## src/rtl/nand2_bist_if.sv

```systemverilog
// Pin bundle between the NAND2 self-test engine and the gate under test / controlling host.
// The slave side is the BIST engine; the master side is whoever starts runs and models the gate.
interface nand2_bist_if #(
    parameter int ERR_W = 8
);
    logic             start;
    logic             dut_a1;
    logic             dut_a2;
    logic             dut_zn;
    logic             busy;
    logic             done;
    logic             pass;
    logic [3:0]       fail_vec;
    logic [ERR_W-1:0] err_count;

    modport slave (
        input  start,
        input  dut_zn,
        output dut_a1,
        output dut_a2,
        output busy,
        output done,
        output pass,
        output fail_vec,
        output err_count
    );

    modport master (
        output start,
        output dut_zn,
        input  dut_a1,
        input  dut_a2,
        input  busy,
        input  done,
        input  pass,
        input  fail_vec,
        input  err_count
    );
endinterface

```

## src/rtl/nand2_bist.sv

```systemverilog
// Self-test driver/checker for a single NAND2: sweeps the truth table NUM_PASSES times,
// samples ZN after a settle window and accumulates sticky per-pattern and counted mismatches.
module nand2_bist #(
    parameter int SETTLE_CYCLES = 2,
    parameter int NUM_PASSES    = 4,
    parameter int ERR_W         = 8
) (
    input  logic         clk,
    input  logic         rst_n,
    nand2_bist_if.slave  bus
);
    localparam int SW = (SETTLE_CYCLES > 0) ? $clog2(SETTLE_CYCLES + 1) : 1;
    localparam int PW = (NUM_PASSES > 1) ? $clog2(NUM_PASSES) : 1;

    typedef enum logic [1:0] {IDLE, RUN, DONE} state_t;

    state_t           state_q, state_d;
    logic [1:0]       pat_q, pat_d;
    logic [SW-1:0]    settle_q, settle_d;
    logic [PW-1:0]    pcnt_q, pcnt_d;
    logic             busy_q, busy_d;
    logic             done_q, done_d;
    logic             pass_q, pass_d;
    logic [3:0]       fail_q, fail_d;
    logic [ERR_W-1:0] err_q, err_d;
    logic             expected;
    logic             mismatch;

    // Pattern index doubles as the pin drive, so the pins only move when the index does.
    assign bus.dut_a1    = pat_q[1];
    assign bus.dut_a2    = pat_q[0];
    assign bus.busy      = busy_q;
    assign bus.done      = done_q;
    assign bus.pass      = pass_q;
    assign bus.fail_vec  = fail_q;
    assign bus.err_count = err_q;

    // Case-equality makes an X/Z on ZN count as a mismatch.
    assign expected = ~(pat_q[1] & pat_q[0]);
    assign mismatch = (bus.dut_zn === expected) ? 1'b0 : 1'b1;

    always_ff @(posedge clk or negedge rst_n) begin
        if (!rst_n) begin
            state_q  <= IDLE;
            pat_q    <= 2'b00;
            settle_q <= '0;
            pcnt_q   <= '0;
            busy_q   <= 1'b0;
            done_q   <= 1'b0;
            pass_q   <= 1'b0;
            fail_q   <= 4'b0000;
            err_q    <= '0;
        end else begin
            state_q  <= state_d;
            pat_q    <= pat_d;
            settle_q <= settle_d;
            pcnt_q   <= pcnt_d;
            busy_q   <= busy_d;
            done_q   <= done_d;
            pass_q   <= pass_d;
            fail_q   <= fail_d;
            err_q    <= err_d;
        end
    end

    always_comb begin
        state_d  = state_q;
        pat_d    = pat_q;
        settle_d = settle_q;
        pcnt_d   = pcnt_q;
        busy_d   = busy_q;
        done_d   = done_q;
        pass_d   = pass_q;
        fail_d   = fail_q;
        err_d    = err_q;

        case (state_q)
            IDLE, DONE: begin
                if (bus.start) begin
                    state_d  = RUN;
                    pat_d    = 2'b00;
                    settle_d = '0;
                    pcnt_d   = '0;
                    busy_d   = 1'b1;
                    done_d   = 1'b0;
                    pass_d   = 1'b0;
                    fail_d   = 4'b0000;
                    err_d    = '0;
                end
            end
            RUN: begin
                if (settle_q == SW'(SETTLE_CYCLES)) begin
                    if (mismatch) begin
                        fail_d[pat_q] = 1'b1;
                        if (err_q != '1)
                            err_d = err_q + 1'b1;
                    end
                    settle_d = '0;
                    pat_d    = pat_q + 2'd1;
                    if (pat_q == 2'b11) begin
                        if (pcnt_q == PW'(NUM_PASSES - 1)) begin
                            // Verdict includes the mismatch from this final sample.
                            state_d = DONE;
                            busy_d  = 1'b0;
                            done_d  = 1'b1;
                            pass_d  = (err_d == '0);
                            pcnt_d  = '0;
                        end else begin
                            pcnt_d = pcnt_q + 1'b1;
                        end
                    end
                end else begin
                    settle_d = settle_q + 1'b1;
                end
            end
            default: state_d = IDLE;
        endcase
    end
endmodule

```

## src/flat_wrapper.sv

```systemverilog
// flat-port wrapper written by rule: the top's interface ports become plain ports
module nand2_bist_flat 
#(
    parameter int SETTLE_CYCLES = 2,
    parameter int NUM_PASSES    = 4,
    parameter int ERR_W         = 8
)
  (clk, rst_n, bus_start, bus_dut_zn, bus_dut_a1, bus_dut_a2, bus_busy, bus_done, bus_pass, bus_fail_vec, bus_err_count);
  nand2_bist_if #(.ERR_W(ERR_W)) bus_i ();
  input  logic clk;
  input  logic rst_n;
  input wire logic [$bits(bus_i.start)-1:0] bus_start;
  input wire logic [$bits(bus_i.dut_zn)-1:0] bus_dut_zn;
  output wire logic [$bits(bus_i.dut_a1)-1:0] bus_dut_a1;
  output wire logic [$bits(bus_i.dut_a2)-1:0] bus_dut_a2;
  output wire logic [$bits(bus_i.busy)-1:0] bus_busy;
  output wire logic [$bits(bus_i.done)-1:0] bus_done;
  output wire logic [$bits(bus_i.pass)-1:0] bus_pass;
  output wire logic [$bits(bus_i.fail_vec)-1:0] bus_fail_vec;
  output wire logic [$bits(bus_i.err_count)-1:0] bus_err_count;
  assign bus_i.start = bus_start;
  assign bus_i.dut_zn = bus_dut_zn;
  assign bus_dut_a1 = bus_i.dut_a1;
  assign bus_dut_a2 = bus_i.dut_a2;
  assign bus_busy = bus_i.busy;
  assign bus_done = bus_i.done;
  assign bus_pass = bus_i.pass;
  assign bus_fail_vec = bus_i.fail_vec;
  assign bus_err_count = bus_i.err_count;
  nand2_bist #(.SETTLE_CYCLES(SETTLE_CYCLES), .NUM_PASSES(NUM_PASSES), .ERR_W(ERR_W)) u_core (.clk(clk), .rst_n(rst_n), .bus(bus_i));
endmodule
```

## config.mk

```make
export PLATFORM = sky130hd
export DESIGN_NAME = nand2_bist_flat
export DESIGN_NICKNAME = d
export VERILOG_FILES = /design/src/rtl/nand2_bist_if.sv /design/src/rtl/nand2_bist.sv /design/src/flat_wrapper.sv
export SDC_FILE = /design/constraint.sdc
export NUM_CORES = 1
export LEC_CHECK = 0
export ABC_AREA = 1
export ABC_CLOCK_PERIOD_IN_PS = 1800
export BUFFER_PORTS_ARGS = -buffer_cell sky130_fd_sc_hd__buf_2
export CORE_ASPECT_RATIO = 0.75
export CORE_MARGIN = 2
export CORE_UTILIZATION = 55
export DETAILED_ROUTE_END_ITERATION = 10
export HOLD_SLACK_MARGIN = 0.08
export PLACE_DENSITY = 0.78
export RECOVER_POWER = 25
export SYNTH_ARGS = -nofsm -noshare
export SYNTH_HDL_FRONTEND = slang
export SYNTH_SLANG_ARGS = --single-unit
export TNS_END_PERCENT = 50
```

## constraint.sdc

```tcl
create_clock -name clk -period 1.8 [get_ports clk]
set_input_delay 0.36 -clock clk [delete_from_list [all_inputs] [get_ports clk]]
set_output_delay 0.36 -clock clk [all_outputs]
set_load 0.02 [all_outputs]
```

==> reports/qor.txt <==
startpoint types: register
f_max: 0.618 GHz
Min-Delay Path Class: input port to register
Max VDD drop: 1.14 mV
post-route antenna net violation count: 0
htree depth: 1
leakage power: 0.795 nW
Slew Viols, Final: 0
DP HPWL: 2.15 mm
Layout fillers: 178
die height: 45.9 um
GRT overflow: 0
post-synth top area share: 44.8%
Port-buffer cells: 20
Worst Skew: 0.00292 ns
n_diodes: 0
critical path class: register to register
worst path required time: 2.07 ns
initial antenna violation count: 0
vias in the first global route: 988
Final Hold Violating Endpoints: 0
EDFF count, synth: 0
most common cell in the netlist: nand2_1
sequential area share after synthesis: 44.8%
Critical Path Max Stage Delay: 0.47 ns
I/O pins: 21
outcome: finished clean
All-Layer GR Usage: 23.7%
Setup TNS Final: 0 ns
largest net degree at the start of global routing: 24
Total Power: 0.00202 W
most frequent CP cell: nand2_1
DR DRC count: 0
global-route wire length before repair: 4.64 mm
Slowest cell on crit path: dfrtp_1
PD cells: 1350 nW/um^2
Yosys reg bits: 23
Worst Slack Setup Final: 0.182 ns
Slew headroom: 62.2%
library cells used by synthesis: 23
initial core utilization: 57.1%
top cells by area, synth: dfrtp_1 45%, nand2_1 10%, inv_1 7.3%
clk_lat worst skew: 0.32 ns
Num CTS Buffers: 3
Final nets: 197
Reg2Reg Setup Slack: 0.18 ns
cell count after synthesis: 158
via count: 1180
row count: 15
clock sink count: 23
max_cap viols: 0
die area: 2740 um^2
share of layout cells above drive strength 1: 23.7%
Async S/R FF share, synth: 100%
Final Cycle Share: 89.9%
Worst-Margin Slew: 0.566 ns
Period minus WS final: 1.62 ns
final setup vio count: 0
crit-path max FO: 7
Horiz. Die Dim: 59.8 um
predominant post-synthesis flop cell: dfrtp_1
Root Buffer: clkbuf_4
worst path cell trace: ha_4 > nand2_2 > nor2_4 > nand2_4 > nand2_2 > xor2_1 > nand2_1 > nor2_1 > nand2_1 > nand2_1
Net Count, Synth: 168
Layout area overhead: 17.0%
Mapped Area: 1280 um^2
final wirelength: 2.92 mm
Core ar.: 2250 um^2
Final GP Congestion: 0.833
Syn. warnings: 0
worst endpoint data arrival time: 1.89 ns
Synth top cells by count: 35 x nand2_1, 25 x inv_1, 23 x dfrtp_1, 14 x nand3_1
CTS Buffer Depth: 2
Starting DRT DRC Count: 36
WL/cell: 13.8 um
CTS tree: done
drt pass-1 iters: 4
Worst setup EP type: register
Setup Slack @ Placement: -0.0244 ns
CTS clock-pin slew for the worst setup and hold paths: 0.13 ns
area leader, netlist: dfrtp_1
syn avg cell area: 8.13 um^2
Vias/cell: 5.59
final cells by class:
type	instances	area [um^2]	share of cell area, %
tap	25	31.3	2.08
sequential	23	576	38.3
timing repair buffer	26	148	9.82
clock inverter	1	5.00	0.333
inverter	26	97.6	6.49
clock buffer	3	22.5	1.50
multi-input combinational	107	624	41.5
metal layers:
metal / vias up / part of all wire, % / global-route usage [%]
li1: 571 / - / -
met1: 564 / 46 / 33.6
met2: 40 / 46 / 35.2
met3: 5 / 6.0 / 7.10
met4: 0 / 1.2 / 7.11
met5: - / 0 / 0
worst max-delay path, delay by kind of cell (launching register included):
family / cells / cell delay (ns)
flip-flops: 1 / 0.47
AND/OR/NAND/NOR: 8 / 0.72
adder cells (fa/ha/maj): 1 / 0.17
XOR/XNOR: 1 / 0.19
stage by stage:
step,instances,area [um^2],hold WS (ns),util [%]
global placement,202,1410,0.356,62.6
finish,211,1500,0.398,66.8
floorplan,158,1280,0.0644,-
CTS,207,1450,0.396,64.3
global route,211,1500,0.418,66.8
detailed placement,202,1410,0.362,62.6
power by group:
part           switching [W]  internal [W]  leakage, nW
clock               0.000163     0.0000835       0.0177
sequential          0.000123      0.000668        0.299
combinational       0.000656      0.000331        0.478
total               0.000943       0.00108        0.795
cells in the final DEF (no fill, tap or decap), types with 2 or more instances in the layout:
master / instances
nand4_1: 2
nor2_1: 10
o21ai_1: 2
nand2_1: 33
inv_1: 25
nand2_4: 2
clkbuf_4: 3
o21ai_0: 10
a31oi_1: 3
dfrtp_1: 23
buf_4: 5
a21oi_1: 4
ha_1: 4
xor2_1: 2
nor2_4: 3
buf_2: 19
nand2_2: 4
nand3_1: 14
o22ai_1: 6
flip-flops by register name, indices dropped and copies added (netlist names):
register and flops:
u_core.bus.busy 1, u_core.pcnt_q 2, u_core.bus.fail_vec 4, u_core.state_q 2
u_core.bus.done 1, u_core.bus.err_count 8, u_core.settle_q 2, u_core.bus.pass 1
u_core.pat_q 2
what timing repair did:
item	4_1_cts	5_1_grt
gates resized for setup	1	7
hold buffers	1	0
pin swaps	0	3
cloned	0	0
endpoints found under the setup margin	1	2
setup buffers	0	4
endpoints found under the hold margin	23	0
worst paths after layout:
check	end	cells after the start	startpoint
min in group asynchronous	u_core.bus.err_count[3]	2	rst_n
hold reg to reg	u_core.settle_q[0]	1	u_core.settle_q[1]
hold / removal	u_core.bus.busy	3	bus_start
setup / recovery	u_core.bus.pass	10	u_core.bus.err_count[0]
max in group asynchronous	u_core.bus.err_count[7]	2	rst_n
setup reg to reg	u_core.bus.pass	10	u_core.bus.err_count[0]
cell families (layout without fill, tap and decap cells):
kind of cell,Yosys count,after routing,share of synthesized area (%)
simple gates,70,70,26.1
flops,23,23,44.8
buf+inv,28,56,8.76
fa+ha+maj,6,6,5.84
compound gates,28,28,12.5
xor+xnor,3,3,2.05
No activity file was read; power rests on OpenSTA's default activity.
